File: src/rtl/game_phase_pkg.sv
// Shared constants for the game phase sequencer: phase encodings,
// keypad bit positions and the welcome-menu choice code.
package game_phase_pkg;

    // Phase encodings, also consumed by the display mux
    localparam logic [2:0] PH_WELCOME   = 3'd0;
    localparam logic [2:0] PH_PLAYING   = 3'd1;
    localparam logic [2:0] PH_PAUSED    = 3'd2;
    localparam logic [2:0] PH_DYING     = 3'd3;
    localparam logic [2:0] PH_GAME_OVER = 3'd4;
    localparam logic [2:0] PH_WIN       = 3'd5;

    // Keypad movement-bus bit positions
    localparam int KEY_CONFIRM = 4;
    localparam int KEY_PAUSE   = 5;

    // Welcome controller state meaning "two-player selected"
    localparam logic [1:0] WEL_CHOICE_2P = 2'b01;

    // Phases that dwell for a fixed hold time
    function automatic logic is_hold_phase(input logic [2:0] ph);
        return (ph == PH_DYING) || (ph == PH_GAME_OVER) || (ph == PH_WIN);
    endfunction

endpackage

File: src/rtl/key_rise_detect.sv
// Per-bit rising-edge detector: a held key produces exactly one rise.
module key_rise_detect #(
    parameter int N = 2
) (
    input  logic         i_clk,
    input  logic         i_rst,
    input  logic [N-1:0] i_d,
    output logic [N-1:0] o_rise
);

    logic [N-1:0] r_prev;

    // Remember last cycle's key levels; reset clears the history
    always_ff @(posedge i_clk) begin
        if (i_rst) r_prev <= '0;
        else       r_prev <= i_d;
    end

    assign o_rise = i_d & ~r_prev;

endmodule

File: src/rtl/game_phase_ctrl.sv
// Top-level game sequencer: owns the game phase, hands off to the welcome
// controller, gates the gameplay datapath and tracks remaining lives.
module game_phase_ctrl
    import game_phase_pkg::*;
#(
    parameter int INIT_LIVES  = 3,
    parameter int LIFE_W      = 2,
    parameter int HOLD_CYCLES = 50000000,
    parameter int TIMER_W     = 26
) (
    input  logic              i_clk,
    input  logic              i_rst,
    input  logic [5:0]        i_movement,
    input  logic              i_welcome_end,
    input  logic [1:0]        i_welcome_choice,
    input  logic              i_player_dead,
    input  logic              i_level_clear,
    output logic              o_welcome_start,
    output logic              o_game_enable,
    output logic              o_respawn,
    output logic              o_two_player,
    output logic [LIFE_W-1:0] o_lives,
    output logic [2:0]        o_phase
);

    logic [2:0]         r_phase;
    logic [LIFE_W-1:0]  r_lives;
    logic [TIMER_W-1:0] r_timer;
    logic               r_two_player;
    logic               r_welcome_start;
    logic               r_game_enable;
    logic               r_respawn;

    logic [1:0]         w_keys;
    logic [1:0]         w_rise;
    logic               w_confirm_rise;
    logic               w_pause_rise;
    logic               w_expire;
    logic [2:0]         w_next_phase;
    logic [LIFE_W-1:0]  w_next_lives;
    logic               w_next_two_player;
    logic               w_unused;

    // Only confirm and pause matter here; the direction bits belong to game logic
    assign w_unused = ^i_movement[3:0];

    assign w_keys = {i_movement[KEY_PAUSE], i_movement[KEY_CONFIRM]};

    key_rise_detect #(.N(2)) u_keys (
        .i_clk  (i_clk),
        .i_rst  (i_rst),
        .i_d    (w_keys),
        .o_rise (w_rise)
    );

    assign w_confirm_rise = w_rise[0];
    assign w_pause_rise   = w_rise[1];
    assign w_expire       = (r_timer == TIMER_W'(HOLD_CYCLES - 1));

    // Next phase, lives and mode from the current phase and input events
    always_comb begin
        w_next_phase      = r_phase;
        w_next_lives      = r_lives;
        w_next_two_player = r_two_player;
        case (r_phase)
            PH_WELCOME: begin
                // welcome_end is only trusted once the welcome block has been started
                if (r_welcome_start && i_welcome_end) begin
                    w_next_two_player = (i_welcome_choice == WEL_CHOICE_2P);
                    w_next_lives      = LIFE_W'(INIT_LIVES);
                    w_next_phase      = PH_PLAYING;
                end
            end
            PH_PLAYING: begin
                if (i_level_clear) begin
                    w_next_phase = PH_WIN;
                end else if (i_player_dead) begin
                    if (r_lives > LIFE_W'(1)) begin
                        w_next_lives = r_lives - LIFE_W'(1);
                        w_next_phase = PH_DYING;
                    end else begin
                        w_next_lives = '0;
                        w_next_phase = PH_GAME_OVER;
                    end
                end else if (w_pause_rise) begin
                    w_next_phase = PH_PAUSED;
                end
            end
            PH_PAUSED: begin
                if (w_pause_rise) w_next_phase = PH_PLAYING;
            end
            PH_DYING: begin
                if (w_expire) w_next_phase = PH_PLAYING;
            end
            PH_GAME_OVER, PH_WIN: begin
                if (w_expire || w_confirm_rise) w_next_phase = PH_WELCOME;
            end
            default: w_next_phase = PH_WELCOME;
        endcase
    end

    // State, lives and mode registers
    always_ff @(posedge i_clk) begin
        if (i_rst) begin
            r_phase      <= PH_WELCOME;
            r_lives      <= '0;
            r_two_player <= 1'b0;
        end else begin
            r_phase      <= w_next_phase;
            r_lives      <= w_next_lives;
            r_two_player <= w_next_two_player;
        end
    end

    // Hold timer: restarts on any phase change, counts while dwelling
    always_ff @(posedge i_clk) begin
        if (i_rst)                         r_timer <= '0;
        else if (w_next_phase != r_phase)  r_timer <= '0;
        else if (is_hold_phase(r_phase))   r_timer <= r_timer + TIMER_W'(1);
    end

    // Registered control outputs; welcome_start lags the phase by one cycle
    // so leaving WELCOME always gives the welcome block a low cycle
    always_ff @(posedge i_clk) begin
        if (i_rst) begin
            r_welcome_start <= 1'b0;
            r_game_enable   <= 1'b0;
            r_respawn       <= 1'b0;
        end else begin
            r_welcome_start <= (r_phase == PH_WELCOME);
            r_game_enable   <= (w_next_phase == PH_PLAYING);
            r_respawn       <= (r_phase == PH_DYING) && (w_next_phase == PH_PLAYING);
        end
    end

    assign o_phase         = r_phase;
    assign o_lives         = r_lives;
    assign o_two_player    = r_two_player;
    assign o_welcome_start = r_welcome_start;
    assign o_game_enable   = r_game_enable;
    assign o_respawn       = r_respawn;

endmodule

File: config.mk
export PLATFORM = sky130hd
export DESIGN_NAME = game_phase_ctrl
export DESIGN_NICKNAME = d
export VERILOG_FILES = /design/src/rtl/game_phase_pkg.sv /design/src/rtl/key_rise_detect.sv /design/src/rtl/game_phase_ctrl.sv
export SDC_FILE = /design/constraint.sdc
export NUM_CORES = 1
export LEC_CHECK = 0
export ABC_CLOCK_PERIOD_IN_PS = 3700
export BUFFER_PORTS_ARGS = -buffer_cell sky130_fd_sc_hd__clkbuf_2
export CAP_MARGIN = 10
export CORE_ASPECT_RATIO = 0.8
export CORE_MARGIN = 10
export CORE_UTILIZATION = 60
export CTS_BUF_LIST = sky130_fd_sc_hd__clkbuf_4
export DETAILED_ROUTE_END_ITERATION = 10
export GPL_TIMING_DRIVEN = 0
export MAX_ROUTING_LAYER = met4
export PLACE_DENSITY_LB_ADDON = 0.12
export SLEW_MARGIN = 20
export SYNTH_ARGS = -nofsm -noshare
export SYNTH_HDL_FRONTEND = slang
export SYNTH_SLANG_ARGS = --single-unit
File: constraint.sdc
create_clock -name i_clk -period 3.7 [get_ports i_clk]
set_input_delay 0.74 -clock i_clk [delete_from_list [all_inputs] [get_ports i_clk]]
set_output_delay 0.74 -clock i_clk [all_outputs]
set_load 0.03 [all_outputs]
==> run metrics <==
CP max-delay cell=o41a_1; Max IR drop VDD=a little under 0.3 mV; critical path fanouts, max=10; Synth cell types=39; most frequent cells in the layout=nor2_1 (39), dfxtp_1 (37), xnor2_1 (21); Slowest Stage Delay on Critical Path=490 ps; CP Class=reg2reg; worst hold path type=reg2reg; CP endpoint kind=flop; DP Worst Slack=around 1500 ps; Relative slew margins=0.694; vias=about 1600; final setup fails=0; status=completed; fin crit share=0.603; crit-path cells=ha_1 > and4bb_1 > nand4_1 > o41a_1 > o2111ai_4 > buf_6 > nor2_1; Setup Skew=roughly 25 ps; Ports=22; clk_lat worst skew=between 300 and 400 ps; setup TNS=0 ps; RSZ-0062 raised after global routing=no; CTS root buf=clkbuf_4; core box area=between 0.002 and 0.003 mm²; HPWL Detailed=about 3200 µm; FP Rows=17; # diodes=0; postcts setup bufs=0; post-route cell area=about 0.0020 mm²; Seq/Total Area, Yosys=0.411; Syn Std Cell Area=approximately 0.0018 mm²; cell area power density=~360 mW/mm²; reg-to-reg setup timing slack=1470 ps; cell taking the most area after synthesis=dfxtp_1; hold_sp=o_lives[0]; EDFF count, synth=0; R2R Path End=r_timer[5]; FMAX=between 400 and 500 MHz; post-route ant nets=0; # DRC=0; DRT iter0 DRCs=around 230; via density per instance=about 5.8; Hold Vio Cnt, Final=0; Mapped Avg Cell Area=~8.5 µm²; worst setup margin=around 1500 ps; Worst Hold Endpoint=o_lives[0]; hold buffers post-CTS=0; most common cell after layout, fill and taps aside=nor2_1; # nets final=~250; Max H-tree Level=2; CP arrival=approximately 2500 ps; Synth Register Bits=37; worst r2r src=r_timer[0]; Syn Inst Count=212; max_cap viols=0; grt ovf=0; crit start category=flop; worst slew pin tran=457 ps; CTS tree=built; Die W=between 80 and 90 µm; initial antenna violation count=0; Die Height=69.0 µm; Starting Density=0.642; post-CTS resize count=0; Crit path required time=around 4000 ps; Slew Viols, Final=0; routability cong.=between 0.8 and 0.9; IO buf count=16; fraction of registers with async set or reset after synthesis=0; CTS buffer count=5; Wirelength per Cell=between 15 and 20 µm; syn nets=226; DIE AREA=0.00561 mm²; top cells by area, synth=dfxtp_1 (41%), xnor2_1 (10%), nor2_1 (8.1%); R2R depth=7; routed wire length=between 4000 and 5000 µm; share of cells above drive strength 1=0.131; CTS Sinks=37; top_reg_cell synth=dfxtp_1; Crit. Startpoint=r_timer[0]; Area Growth Syn to Fin=10.1%; minimum clock period=~2200 ps; first-pass GRT wire length=~7000 µm; Pleak=between 0.6 and 0.7 nW; Hold Path Depth=2; vias in the first global route=roughly 1500; GRT Util Overall=0.152; Placed Area=between 0.0015 and 0.002 mm²; largest net degree at the start of global routing=13; area share of the largest cell type after synthesis=0.411; yosys warns=0; clk buf depth=2; CTS clk-pin slew, worst paths=100 ps; drt first pass iters=4
-- through the flow --
step	hold slack (ps)	power (mW)	utilization	std cells
finish	511	0.713	0.707	274
CTS	514	0.712	0.707	274
floorplan	462	0.487	-	212
global placement	470	0.510	0.688	266
global route	548	0.748	0.707	274
detailed placement	499	0.514	0.688	266
-- worst max-delay path by stage --
| stage | end | slack [ps] | cells after the start |
|---|---|---|---|
| final | r_timer[5] | 1470 | 7 |
| after global routing | r_timer[23] | 1370 | 7 |
| after CTS | r_timer[5] | 1480 | 7 |
| after detailed placement | o_phase[1] | 1460 | 6 |
| after global placement | r_timer[19] | 1530 | 7 |
| after floorplan | r_timer[23] | 1730 | 7 |
-- kinds of logic after synthesis --
logic type | share of synthesized area
AND/OR/NAND/NOR | 0.334
flip-flops | 0.411
XOR/XNOR | 0.121
AO/OA/AOI/OAI | 0.0909
buffers and inverters | 0.0361
adder cells (fa/ha/maj) | 0.00694
-- synth_stat cells (2+ instances only) --
library cell,number
buf_6,2
nor2_1,39
xnor2_1,21
nor2b_1,4
or4_1,2
nand4_1,7
and4_1,3
a21oi_1,4
nand3b_1,2
o21ai_0,6
nor4_1,4
dfxtp_1,37
o211ai_1,2
clkbuf_1,4
nor4b_1,3
nand2_1,18
nand2b_1,2
a211o_1,2
or3b_2,2
inv_1,6
nand3_1,8
xor2_1,4
nor3b_1,5
nor3_1,10
-- area by class of cell --
type                       count  area, µm²
buffer                         7       42.5
clock buffer                   5       37.5
clock inverter                 3       17.5
fill                         246        822
inverter                       6       22.5
multi-input combinational    162        997
sequential                    37        741
tap                           38       47.5
timing repair buffer          16       80.1
-- worst max-delay path, delay by kind of cell (launching register included) --
kind | cells | cell delay [ps]
compound gates | 2 | 810
simple gates | 3 | 440
flops | 1 | 400
fa+ha+maj | 1 | 260
buf+inv | 1 | 200
-- state kept, by name, indices dropped and copies added (netlist names) --
signal and flops:
o_game_enable 1, o_lives 2, o_phase 3, o_respawn 1, o_two_player 1, o_welcome_start 1, r_timer 26, u_keys.r_prev 2
-- where the power goes --
part	total (mW)	internal, mW	switching [mW]
Sequential	0.415	0.407	0.00730
Clock	0.207	0.0716	0.136
Combinational	0.0911	0.0316	0.0595
-- metal layers --
metal / wire [µm] / GRT usage
met1: 1910 / 0.197
met5: 0 / -
met3: 240 / 0.0426
met4: 33 / 0.0438
met2: 1930 / 0.224
No activity file was read; power rests on OpenSTA's default activity.
